<file path="config.mk">
export PLATFORM = sky130hd
export DESIGN_NAME = timer_apb_master
export DESIGN_NICKNAME = d
export VERILOG_FILES = /design/src/rtl/timer_pkg.sv /design/src/rtl/timer_apb_master.sv
export SDC_FILE = /design/constraint.sdc
export NUM_CORES = 1
export LEC_CHECK = 0
export CORE_MARGIN = 2
export CORE_UTILIZATION = 40
export DETAILED_ROUTE_END_ITERATION = 10
export HOLD_SLACK_MARGIN = 0.05
export PLACE_DENSITY = 0.83
export SLEW_MARGIN = 10
export SYNTH_ARGS = -nofsm -noshare
export SYNTH_HDL_FRONTEND = slang
export SYNTH_SLANG_ARGS = --single-unit
export TNS_END_PERCENT = 30
</file>
<file path="constraint.sdc">
create_clock -name sys_clk -period 2.71 [get_ports sys_clk]
set_input_delay 0.271 -clock sys_clk [delete_from_list [all_inputs] [get_ports sys_clk]]
set_output_delay 0.271 -clock sys_clk [all_outputs]
set_load 0.02 [all_outputs]
</file>
<file path="src/rtl/timer_pkg.sv">
// Shared types and APB width constants for the timer APB requester.
package timer_pkg;

  localparam int unsigned APB_ADDR_W = 12;
  localparam int unsigned APB_DATA_W = 32;

  typedef enum logic [1:0] {
    IDLE   = 2'd0,
    SETUP  = 2'd1,
    ACCESS = 2'd2,
    RESP   = 2'd3
  } state_t;

  typedef struct packed {
    logic                    write;
    logic [APB_ADDR_W-1:0]   addr;
    logic [APB_DATA_W-1:0]   wdata;
    logic [APB_DATA_W/8-1:0] strb;
  } req_t;

endpackage

</file>
<file path="src/rtl/timer_apb_master.sv">
// APB4 requester: valid/ready command stream in, one APB transfer out, response channel back.
// Optional access-phase watchdog enabled by defining TIMER_APB_MASTER_TIMEOUT_EN.
module timer_apb_master
  import timer_pkg::*;
#(
  parameter int unsigned ADDR_W         = APB_ADDR_W,
  parameter int unsigned DATA_W         = APB_DATA_W,
  parameter int unsigned TIMEOUT_CYCLES = 16
) (
  input  logic                sys_clk,
  input  logic                sys_rst,
  input  logic                cmd_valid,
  output logic                cmd_ready,
  input  logic                cmd_write,
  input  logic [ADDR_W-1:0]   cmd_addr,
  input  logic [DATA_W-1:0]   cmd_wdata,
  input  logic [DATA_W/8-1:0] cmd_strb,
  output logic                rsp_valid,
  input  logic                rsp_ready,
  output logic [DATA_W-1:0]   rsp_rdata,
  output logic                rsp_err,
  output logic                tim_psel,
  output logic                tim_penable,
  output logic                tim_pwrite,
  output logic [ADDR_W-1:0]   tim_paddr,
  output logic [DATA_W-1:0]   tim_pwdata,
  output logic [DATA_W/8-1:0] tim_pstrb,
  input  logic [DATA_W-1:0]   tim_prdata,
  input  logic                tim_pready,
  input  logic                tim_pslverr
);

  if (TIMEOUT_CYCLES < 1 || TIMEOUT_CYCLES > 255) begin : g_bad_timeout
    $error("TIMEOUT_CYCLES must be in 1..255");
  end

  state_t            state, state_nxt;
  req_t              req;
  logic [DATA_W-1:0] rdata_q;
  logic              err_q;
  logic              timed_out;

`ifdef TIMER_APB_MASTER_TIMEOUT_EN
  logic [7:0] wait_cnt;

  // Counter is held at zero outside ACCESS, so it is clear on every ACCESS entry.
  always_ff @(posedge sys_clk or posedge sys_rst) begin
    if (sys_rst)
      wait_cnt <= '0;
    else if (state != ACCESS)
      wait_cnt <= '0;
    else if (!tim_pready)
      wait_cnt <= wait_cnt + 8'd1;
  end

  assign timed_out = (state == ACCESS) && !tim_pready &&
                     (wait_cnt == 8'(TIMEOUT_CYCLES - 1));
`else
  assign timed_out = 1'b0;
`endif

  always_ff @(posedge sys_clk or posedge sys_rst) begin
    if (sys_rst)
      state <= IDLE;
    else
      state <= state_nxt;
  end

  always_comb begin
    state_nxt   = state;
    cmd_ready   = 1'b0;
    tim_psel    = 1'b0;
    tim_penable = 1'b0;
    rsp_valid   = 1'b0;
    case (state)
      IDLE: begin
        cmd_ready = 1'b1;
        if (cmd_valid) state_nxt = SETUP;
      end
      SETUP: begin
        tim_psel  = 1'b1;
        state_nxt = ACCESS;
      end
      ACCESS: begin
        tim_psel    = 1'b1;
        tim_penable = 1'b1;
        if (tim_pready || timed_out) state_nxt = RESP;
      end
      RESP: begin
        rsp_valid = 1'b1;
        if (rsp_ready) state_nxt = IDLE;
      end
      default: state_nxt = IDLE;
    endcase
  end

  always_ff @(posedge sys_clk or posedge sys_rst) begin
    if (sys_rst) begin
      req     <= '0;
      rdata_q <= '0;
      err_q   <= 1'b0;
    end else begin
      if (state == IDLE && cmd_valid) begin
        req.write <= cmd_write;
        req.addr  <= cmd_addr;
        req.wdata <= cmd_wdata;
        req.strb  <= cmd_strb;
      end
      if (state == ACCESS) begin
        if (tim_pready) begin
          err_q   <= tim_pslverr;
          rdata_q <= (!req.write && !tim_pslverr) ? tim_prdata : '0;
        end else if (timed_out) begin
          err_q   <= 1'b1;
          rdata_q <= '0;
        end
      end
    end
  end

  assign tim_pwrite = req.write;
  assign tim_paddr  = req.addr;
  assign tim_pwdata = req.write ? req.wdata : '0;
  assign tim_pstrb  = req.write ? req.strb : '0;
  assign rsp_rdata  = rdata_q;
  assign rsp_err    = err_q;

endmodule

</file>
# Word level (Yosys, flattened, before mapping)
# Index checks and enable logic that the tools add are counted.
# totals
elab_cells,32
output_inout_bits,86
inputBits,87
regBits,84
# op_classes
n_reduce_logical,8
eq_ne,6
mux,11
# op_table
operator,n
$mux 32,2
$pmux 2 s4,1
$mux 2,3
$ne 2x2->1 const B,3
$eq 2x2->1 const B,2
$mux 1,4
$mux 4,1
$reduce_and 3->1,1
$eq 2x1->1 const B,1
$logic_and 1x1->1,2
$logic_not 1->1,2
$logic_not 2->1,1
$reduce_and 2->1,1
$reduce_or 2->1,1

# Logic depth before layout (Yosys ltp)
# logic_depth
depth_word,3
mapped_depth,6
depth_no_buf,5

# Least setup slack after synthesis
# OpenSTA, ideal clock, no wires.
# synth_timing
kind,register to register
startpoint,register state[0]
endpoint,register req[0] (netlist name)
t_arrival_ps,1501
stages_incl_launch_ff,7
synth_period_minus_slack_ps,1626
required_time_ps,2585
setup_slack_ps,1084
n_path_buf,2
setup_ps,125
path_cell_list,dfrtp_1 > inv_1 > ha_1 > nand2_1 > buf_2 > buf_6 > mux2_2
# synth_via
elab_chain_len,2
# synth_rtl
item,line_no,text
"start, declared",timer_apb_master.sv:37,"state_t state, state_nxt;"
"start signal, assigned",timer_apb_master.sv:66,state <= state_nxt;
$logic_not 2->1,timer_apb_master.sv:103,if (state == IDLE && cmd_valid) begin
$logic_and 1x1->1,timer_apb_master.sv:103,
"end, declared",timer_apb_master.sv:38,req_t req;
# No other way between the ends.
# A chain may end at the register's enable or synchronous reset.

# Worst setup path in the final report
# layout_timing
startpoint,register req (netlist bit tim_pwrite)
endpoint,output port tim_pwdata[6]
# layout_via
elab_chain_len,1
# layout_rtl
item,line_no,text
$mux 32,timer_apb_master.sv:123,assign tim_pwdata = req.write ? req.wdata : '0;
"end, declared",timer_apb_master.sv:26,"output logic [DATA_W-1:0] tim_pwdata,"
# No other way between the ends.

==> results.cfg <==
[outcome]
outcome = finished, final reports clean

[clocking]
numCtsBuffers = 9
path_clk_slew_ns = 0.09
cts_setup_buffers = 0
hold_buffers = 0
cts_resized = 0
clock-root-buffer = clkbuf_8
insertion_delay_ns = 0.34
cts_buffer_depth = 2
cts.sinks = 84
cts_tree = done
htreeDepth = 3

[yosys]
synth_area_sq_um = 3453
syn-num-nets = 335
ys_ff_latch = 84
yosysSeqAreaShare = 0.6087
synth_cells = 245
ys_warn_count = 0
synth_cell_types = 16
synth_area_per_cell_sq_um = 14.10

[power]
p_comb_frac = 0.528
ir_drop_uv = 605.4
p_seq_frac = 0.333
power_uw = 6565
p_per_area_nw_per_um2 = 1212
p_sw_uw = 2364
p_leak_uw = 0.002329
intPower_uw = 4202
clockPowerShare = 0.139
p_sw_frac = 0.3600

[sta]
finalMaxSlewViolations = 0
period_needed_ns = 2.198
finalSetupTns_ns = 0
hold_viol = 0
rsz0062_at_grt = false
relSlewSlack = 0.6499
fin_crit_sh = 0.8109
fmax_ghz = 0.4551
whs_ns = 0.3489
worst_slew_pin_slew_ns = 0.5238
setup_viol_count_final = 0
skew_ns = 0.01673

[place]
port_buffers = 172
dpl.cell_count = 500
placed_cell_area_sq_um = 5209
dp_hpwl_um = 6025
place.gp.congestion = 0.7337

[layout]
num-fill-cells = 662
num_antenna_cells = 0
instances_no_fill = 516
syn_to_final_growth_pct = 56.92
multi_input_area_sq_um = 1167
drive_gt1_frac = 0.1800
seqCellArea_sq_um = 2102
nNetsFinal = 496
design_area_sq_um = 5419

[setup_path]
crit_buf_inv = 2
path_cells = buf_4 -> and2_1 -> clkdlybuf4s50_1
ff2ff_setup_slack_ns = 0.84
crit_cells = 3
rr_worst_depth = 6
startpoint_type = flip-flop
critical_path_class = flip-flop to output port
cpPeakStageDelay_ns = 0.64
endpoint = tim_pwdata[6]
cpMaxStageDelayCell = clkdlybuf4s50_1
timing.rr.end = rsp_rdata[19]$_DFFE_PP0P_
arrival_ns = 1.93
worstPathRequired_ns = 2.44
cp-startpoint = tim_pwrite$_DFFE_PP0P_
critical-path-top-delay-family = buffers and inverters
endpoint_kind = output port
crit_path_max_fanout = 36
timing.rr.start = state[0]$_DFFE_PP0P_

[run]
cap_violations = 0

[routing]
dr.pass1.iters = 6
drtIter0Drc = 24
num_vias = 2484
ant_nets = 0
vias_per_cell = 4.814
totalWireLength_um = 8220
wl_per_cell_um = 15.93
drcViolationCount = 0

[global_route]
grt_pass1_wl_um = 13500
grt_pass1_vias = 2655
use_met3 = 0.05564
grt_overflow = 0
grt_max_degree = 85
antenna_found_initial = 0
use_met1 = 0.2086
grt.total_usage = 0.1781
globalRouteMet2Util = 0.3072
busiest_layer = met2

[die]
ios = 173
die_area_sq_um = 9393
die_x_um = 96.92
dieHeight_um = 96.92
rows = 33
core_sq_um = 8299
start_util = 0.4161

[worst_hold_path]
worstHoldPathType = input pin to async pin
kinds of logic (layout without fill, tap and decap cells):
logic type / count (synthesis) / after routing / synth area share
AO/OA/AOI/OAI: 33 / 33 / 0.08406
adder cells (fa/ha/maj): 3 / 3 / 0.01087
buffers and inverters: 33 / 199 / 0.05580
flip-flops: 84 / 84 / 0.6087
multiplexers: 52 / 52 / 0.1692
AND/OR/NAND/NOR: 40 / 40 / 0.07138
flip-flops by register name, indices dropped and copies added (netlist names):
name	flops
req	36
rsp_rdata	32
tim_paddr	12
state	2
rsp_err	1
tim_pwrite	1
per-stage QoR:
stage | setup WS, ns | util
4_1_cts | 0.4415 | 0.6529
3_5_place_dp | 0.8019 | 0.6276
5_1_grt | 0.3997 | 0.6529
3_3_place_gp | 0.8215 | 0.6276
2_1_floorplan | 0.2739 | -
6_report | 0.5124 | 0.6529
worst min-delay path by stage:
stage,from,endpoint,cells past startpoint
floorplan,tim_prdata[14],rsp_rdata[14]$_DFFE_PP0P_,1
global placement,req[21]$_DFFE_PP0P_,req[21]$_DFFE_PP0P_,1
detailed placement,req[18]$_DFFE_PP0P_,req[18]$_DFFE_PP0P_,1
CTS,sys_rst,rsp_rdata[6]$_DFFE_PP0P_,3
global route,sys_rst,rsp_rdata[6]$_DFFE_PP0P_,3
finish,sys_rst,rsp_rdata[26]$_DFFE_PP0P_,3
synth_stat cells:
| cell type | n | area [sq um] |
|---|---|---|
| a222oi_1 | 1 | 10.01 |
| nor3_2 | 1 | 10.01 |
| clkbuf_1 | 7 | 26.28 |
| buf_4 | 15 | 112.6 |
| and2_1 | 36 | 225.2 |
| nand2_1 | 2 | 7.510 |
| mux2_1 | 1 | 11.26 |
| nor2_1 | 1 | 3.750 |
| inv_1 | 6 | 22.52 |
| buf_6 | 1 | 11.26 |
| mux2i_1 | 1 | 10.01 |
| ha_1 | 3 | 37.54 |
| mux2_2 | 50 | 563.0 |
| dfrtp_1 | 84 | 2102 |
| a22o_1 | 32 | 280.3 |
| buf_2 | 4 | 20.02 |
worst register-to-register path, stage by stage, from the launching register on:
cell,delay [ns]
dfrtp_1,0.39
inv_1,0.11
ha_1,0.22
nand2_1,0.33
nor3_4,0.21
buf_4,0.33
a22o_1,0.20
area by class of cell:
type	count	share of cell area
tap	105	0.02424
clock buffer	10	0.02540
multi-input combinational	128	0.2154
clock inverter	6	0.01339
inverter	6	0.004387
timing repair buffer	177	0.3293
sequential	84	0.3879
placed cells by master (no fill, tap or decap):
| cell | n |
|---|---|
| mux2i_1 | 1 |
| bufinv_16 | 1 |
| inv_1 | 5 |
| clkinv_2 | 1 |
| ha_1 | 3 |
| nand2_1 | 1 |
| nor3_4 | 1 |
| and2_1 | 36 |
| nor2_1 | 1 |
| mux2_2 | 50 |
| inv_6 | 1 |
| clkdlybuf4s50_1 | 172 |
| buf_4 | 3 |
| clkinvlp_4 | 1 |
| clkbuf_8 | 10 |
| a22o_1 | 32 |
| nand2_2 | 1 |
| buf_12 | 2 |
| mux2_1 | 1 |
| dfrtp_1 | 84 |
| a222oi_1 | 1 |
| clkinv_4 | 3 |
power groups by stage:
stage | Clock (uW) | Sequential (uW) | Combinational [uW]
after global placement | 0 | 2180 | 3430
after global routing | 999 | 2260 | 3670
final | 913 | 2190 | 3470
after detailed placement | 0 | 2200 | 3510
after CTS | 939 | 2190 | 3510
after floorplan | 0 | 2420 | 1760
layer usage:
metal	part of all wire	wire (um)
met5	0	0
met2	0.49	4054
met4	0.024	201
met1	0.41	3406
met3	0.068	558
(Power assumes the default switching activity.)
